$ cat src/rtl/w_load_writeback_unit.sv
// W-stage load unit: W pipeline register, load extraction/extension, writeback mux and W->M store-data forward select.
// Optional macro LOAD_ALIGN_CHECK_EN adds the W_AdEL misaligned-load flag and suppresses the register write on it.
module w_load_writeback_unit (
    input  logic        clk,
    input  logic        reset,
    input  logic        W_En,
    input  logic        W_Clr,
    input  logic [31:0] M_ReadData,
    input  logic [31:0] M_Addr,
    input  logic [2:0]  M_LoadType,
    input  logic        M_WBSel,
    input  logic [31:0] M_ALUData,
    input  logic        M_RegWrite,
    input  logic [4:0]  M_WriteReg,
    input  logic [4:0]  M_rt,
    output logic [31:0] W_ForwardStoreData,
    output logic [4:0]  W_WriteReg,
    output logic        W_RegWrite,
    output logic        M_ForwardStoreDataMux_Sel
`ifdef LOAD_ALIGN_CHECK_EN
    ,
    output logic        W_AdEL
`endif
);

    localparam logic [2:0] LT_LW  = 3'b000;
    localparam logic [2:0] LT_LB  = 3'b001;
    localparam logic [2:0] LT_LBU = 3'b010;
    localparam logic [2:0] LT_LH  = 3'b011;
    localparam logic [2:0] LT_LHU = 3'b100;

    logic [31:0] read_data_p0;
    logic [1:0]  addr_p0;
    logic [2:0]  load_type_p0;
    logic        wb_sel_p0;
    logic [31:0] alu_data_p0;
    logic        reg_write_p0;
    logic [4:0]  write_reg_p0;
    logic [31:0] load_data;
    logic        reg_write_eff;
    logic        unused_addr_hi;

    // Only the lane-select bits of the address matter past this point.
    assign unused_addr_hi = ^M_Addr[31:2];

    function automatic logic [31:0] extend_load(input logic [31:0] word,
                                                input logic [1:0]  lane,
                                                input logic [2:0]  ltype);
        logic signed [7:0]  byte_s;
        logic signed [15:0] half_s;
        logic [31:0]        result;
        case (lane)
            2'd0:    byte_s = word[7:0];
            2'd1:    byte_s = word[15:8];
            2'd2:    byte_s = word[23:16];
            default: byte_s = word[31:24];
        endcase
        half_s = lane[1] ? word[31:16] : word[15:0];
        case (ltype)
            LT_LB:   result = {{24{byte_s[7]}}, byte_s};
            LT_LBU:  result = {24'd0, byte_s};
            LT_LH:   result = {{16{half_s[15]}}, half_s};
            LT_LHU:  result = {16'd0, half_s};
            default: result = word;
        endcase
        return result;
    endfunction

    // ---- M -> W pipeline register (p0) ----
    always_ff @(posedge clk) begin
        if (reset || W_Clr) begin
            read_data_p0 <= 32'd0;
            addr_p0      <= 2'd0;
            load_type_p0 <= 3'd0;
            wb_sel_p0    <= 1'b0;
            alu_data_p0  <= 32'd0;
            reg_write_p0 <= 1'b0;
            write_reg_p0 <= 5'd0;
        end else if (W_En) begin
            read_data_p0 <= M_ReadData;
            addr_p0      <= M_Addr[1:0];
            load_type_p0 <= M_LoadType;
            wb_sel_p0    <= M_WBSel;
            alu_data_p0  <= M_ALUData;
            reg_write_p0 <= M_RegWrite;
            write_reg_p0 <= M_WriteReg;
        end
    end

    // ---- W stage combinational writeback ----
    assign load_data          = extend_load(read_data_p0, addr_p0, load_type_p0);
    assign W_ForwardStoreData = wb_sel_p0 ? load_data : alu_data_p0;
    assign W_WriteReg         = write_reg_p0;

`ifdef LOAD_ALIGN_CHECK_EN
    logic misaligned;

    always_comb begin
        misaligned = 1'b0;
        case (load_type_p0)
            LT_LB, LT_LBU: misaligned = 1'b0;
            LT_LH, LT_LHU: misaligned = addr_p0[0];
            default:       misaligned = (addr_p0 != 2'd0);
        endcase
    end

    assign W_AdEL        = wb_sel_p0 && misaligned;
    assign reg_write_eff = reg_write_p0 && !W_AdEL;
`else
    assign reg_write_eff = reg_write_p0;
`endif

    assign W_RegWrite = reg_write_eff;

    // Register 0 is hardwired, so it is never a forwarding source.
    assign M_ForwardStoreDataMux_Sel = reg_write_eff && (write_reg_p0 != 5'd0)
                                       && (write_reg_p0 == M_rt);

endmodule

$ cat config.mk
export PLATFORM = sky130hd
export DESIGN_NAME = w_load_writeback_unit
export DESIGN_NICKNAME = d
export VERILOG_FILES = /design/src/rtl/w_load_writeback_unit.sv
export SDC_FILE = /design/constraint.sdc
export NUM_CORES = 1
export LEC_CHECK = 0
export CAP_MARGIN = 5
export CORE_UTILIZATION = 30
export DETAILED_ROUTE_END_ITERATION = 10
export PLACE_DENSITY = 0.65
export SLEW_MARGIN = 15
export SYNTH_ARGS = -nofsm -noshare
export SYNTH_HDL_FRONTEND = slang
export SYNTH_SLANG_ARGS = --single-unit
$ cat constraint.sdc
create_clock -name clk -period 3.2 [get_ports clk]
set_clock_uncertainty 0.2 [all_clocks]
set_input_delay 0.48 -clock clk [delete_from_list [all_inputs] [get_ports clk]]
set_output_delay 0.48 -clock clk [all_outputs]
set_load 0.01 [all_outputs]
# Yosys cells after proc, flatten, opt, wreduce, memory -nomap -nowiden
# Index checks and enable logic that the tools add are counted.
# word_totals
ff_bits	76
word_cells	23
out_inout_bits	39
# classes
n_reduce_logical	5
mux	4
eq_ne	7
# ops
op	n
$pmux W32 S4	1
$mux W32	1
$pmux W8 S3	1
$mux W16	1
$eq A3 B2 Y1 const B	2
$eq A5 B5 Y1	1
$reduce_bool A5 Y1	1
$eq A3 B1 Y1 const B	1
$eq A3 B3 Y1 const B	1
$eq A2 B1 Y1 const B	1
$eq A2 B2 Y1 const B	1
$logic_and A1 B1 Y1	2
$logic_not A2 Y1	1
$logic_or A1 B1 Y1	1

# Depth between registers and ports, before layout
# logic_depth
ltp_word	4
mapped_depth	6

# Least setup slack after synthesis
# Ideal clock, no wire load.
# synth_timing
kind	register -> output
from	reg addr_p0[1]
to	out W_ForwardStoreData[21]
path_slack_ns	1.022
path_buffers	2
t_required_ns	2.520
arrival_time_ns	1.498
path_stages_with_launch	7
cell_sequence	dfxtp_1 buf_6 mux4_2 nand3b_4 o21a_4 buf_8 a31oi_1
# synth_via
elab_chain_len	4
word_cells_on_any_way	7
# synth_lines
element	line_no	rtl
start: declaration	33	logic [1:0] addr_p0;
start signal: assignment	81	addr_p0 <= M_Addr[1:0];
$eq A2 B2 Y1 (tied with other cells)	52	case (lane)
$pmux W8 S3	52	
$pmux W32 S4 *	59	case (ltype)
$mux W32 *	92	assign W_ForwardStoreData = wb_sel_p0 ? load_data : alu_data_p0;
end: declaration	16	output logic [31:0] W_ForwardStoreData,
# Every way passes the cells marked *; elsewhere a longest branch is shown, timed or not.

# Worst setup path in the final report
# layout_timing
from	reg addr_p0[1]
to	out W_ForwardStoreData[3]
# Same word-level chain as after synthesis.

==> flow_summary.yaml <==
outcome:
  status: "finished clean"
global_routing:
  antenna_found_initial: 0
  grt_first_pass_wirelength_mm: 18.2
  vias_in_the_first_global_route: 3494
  gr-total-overflow: 0
  globalRouteTotalUtil: 0.179
  grt_max_degree: 43
placed_design:
  place_congestion: 0.879
  pre_cts_slack_ps: 193
  place.detailed.hpwl_mm: 8.89
  count_of_buffers_inserted_at_the_top_level_ports: 123
yosys:
  ys_ff_latch: 76
  ys_async_sr_fraction: 0
  portion_of_netlist_area_occupied_by_mux_cells: 0.247
  netlist.top_cell.by_area: "dfxtp_1"
  dominantRegCellSynth: "dfxtp_1"
  synthXorXnorAreaFrac: 0.0177
  synth_sequential_area_ratio: 0.392
  synth_top_cells_by_count: "nor2_1, mux2i_1, dfxtp_1, a31oi_1, a22oi_1"
  synth.distinct_cells: 39
  yosys.cell_count.top_type: "nor2_1"
  synth_fa_ha_area_frac: 0
  synth_compound_gate_area_share: 0.128
  synth_area_leaders: "dfxtp_1, mux2i_1, nor2_1, a31oi_1, a22oi_1"
  syn-num-nets: 548
  main_combinational_cell_family_by_area_after_synthesis: "multiplexers"
  mappedNetlistArea_sq_um: 3880
  yosys_warnings: 0
  number_of_flops_mapped_to_enable_cells_by_yosys: 0
  post_synth_and_or_nand_nor_area_fraction: 0.165
  synth_area_per_cell_sq_um: 8.95
  postSynthCellCount: 433
  synthDominantCellAreaShare: 0.392
floorplanning:
  start_util: 0.307
  fp.dieH_um: 116
  boundaryPins: 154
  placement_rows: 41
  die_w_um: 116
  core-area_sq_um: 12600
  design.die.area_sq_um: 13400
critical_path:
  timing.critical_path.to_type: "output pin"
  setup_slack_reg_to_reg_ps: 1890
  timing.critical_path.from_type: "flop"
  r2r-start: "wb_sel_p0"
  worst_r2r_path_depth: 3
  worstPathMaxFanout: 17
  critical_path_class: "reg -> out"
  worst-endpoint-arrival_ps: 2380
  required_ps: 2520
  critical_path.reg2reg.endpoint: "wb_sel_p0"
hold_path:
  hold_path_class: "reg -> reg"
  worst_hold_path.num_cells: 2
  startpoint_of_the_worst_hold_path: "alu_data_p0[14]"
  hold_end: "alu_data_p0[14]"
job:
  drv_cap: 0
power_and_ir_drop:
  clock_power_share: 0.427
  seq_power_share: 0.416
  cellLeakagePower_nw: 2.18
  ir_drop_mv: 0.252
  share_comb_of_total_power: 0.157
  internal-power_mw: 1.85
  netSwitchingFraction: 0.242
  power.switching_mw: 0.592
  p_per_area_nw_per_um2: 437
routing:
  remaining_drc_errors: 0
  drt-pass1-iter-count: 5
  via_per_inst: 5.05
  postRouteAntennaNets: 0
  route.final.wire_length_mm: 11.7
  dr_total_vias: 3631
  drt_iter0_drc: 213
  drt-wirelength-per-cell_um: 16.3
finish:
  antennaDiodeCount: 0
  num-nets-final: 657
  final_layout_size_suffix_gt1_frac: 0.0987
  area.growth.synth_to_final_pct: 44.3
timing:
  fmaxAchievable_mhz: 326
  finalCritPeriodShare: 0.957
  tightest_slew_ps: 724
  final.setup.worst_slack_ps: 136
  setup_repair_after_global_routing_missed_its_margin: "false"
  hold_viol_final: 0
  setup_viol: 0
  slew_viol_final: 0
  setup-tns-final_ps: 0
  layout_min_cycle_time_ps: 3060
  slew_headroom: 0.517
  fin_worst_hold_slack_ps: 294
cts:
  clockRootBuffer: "clkbuf_16"
  clock-sinks: 76
  cts_max_level: 3
  numCtsBuffers: 9
  clock_tree_from_tritoncts: "yes"
  worst_setup_hold_path_clk_slew_ps: 60
  cts_hold_buffers: 0
  clock_tree.buffer_depth: 2
  clk_latency_ps: 330
[how the worst max path moves through the flow]
stage | start | to | slack [ps] | depth (start not counted)
detailed placement | load_type_p0[1] | W_ForwardStoreData[4] | 190 | 5
CTS | load_type_p0[0] | W_ForwardStoreData[3] | 40 | 6
global placement | load_type_p0[1] | W_ForwardStoreData[7] | 270 | 5
finish | addr_p0[1] | W_ForwardStoreData[3] | 140 | 6
global route | addr_p0[1] | W_ForwardStoreData[4] | 4 | 6
floorplan | addr_p0[1] | W_ForwardStoreData[21] | 1020 | 6
[through the flow]
step                area (sq um)  power (mW)  cells   util
floorplan                   3880        1.21    433      -
global placement            5250        1.41    703  0.416
detailed placement          5250        1.42    703  0.416
CTS                         5570        2.47    719  0.441
global route                5590        2.55    719  0.443
finish                      5590        2.44    719  0.443
[what timing repair did]
item                                   4_1_cts  5_1_grt
gates resized for setup                      4        8
endpoints found under the hold margin        0        0
setup buffers                                0        0
setup endpoints to repair                   32       20
pin swaps                                    0        1
cloned                                       0        0
[cell type report]
class                           count  area [sq um]
Timing Repair Buffer              136          1340
Clock inverter                      5          58.8
Inverter                            2          7.51
Multi-Input combinational cell    317          2190
Sequential cell                    76          1530
Clock buffer                       11           253
Tap cell                          172           215
Fill cell                        1299          7030
[per-layer routing]
layer,global-route usage,vias to the layer above,wire length (um)
li1,-,1746,-
met1,0.228,1705,5130
met2,0.279,156,5220
met3,0.0533,24,1040
met4,0.0829,0,345
met5,0,-,0
[cell usage in the layout (no fill, tap or decap), drive strengths merged, types with 7 or more instances in the layout]
cell           instances
a31oi                 30
dfxtp                 76
buf                   14
nand3                  8
clkdlybuf4s50        121
nand2                 20
a22oi                 21
mux2i                 80
nor2                 110
mux4                   7
clkbuf                11
o21a                   8
[worst max-delay path, cell delays in order, from the launching register on]
cell	delay (ps)
dfxtp_1	340
buf_4	260
and4bb_2	270
a31o_2	210
a22oi_1	120
a31oi_1	250
clkdlybuf4s50_1	590
[sequential cells by signal, summed over array words and instances (netlist names)]
signal / count
alu_data_p0: 32
read_data_p0: 32
W_WriteReg: 5
load_type_p0: 3
addr_p0: 2
W_RegWrite: 1
wb_sel_p0: 1
[cell families after synthesis]
group	after synthesis
AND/OR/NAND/NOR	150
multiplexers	87
flip-flops	76
AO/OA/AOI/OAI	73
buffers and inverters	40
XOR/XNOR	7
[power by group through the flow]
stage / Clock, mW / Combinational [mW] / Sequential (mW)
3_5_place_dp: 0 / 0.382 / 1.03
2_1_floorplan: 0 / 0.194 / 1.02
4_1_cts: 1.07 / 0.385 / 1.01
6_report: 1.04 / 0.384 / 1.02
5_1_grt: 1.12 / 0.415 / 1.02
3_3_place_gp: 0 / 0.378 / 1.03
Power figures use the tool's default switching activity.
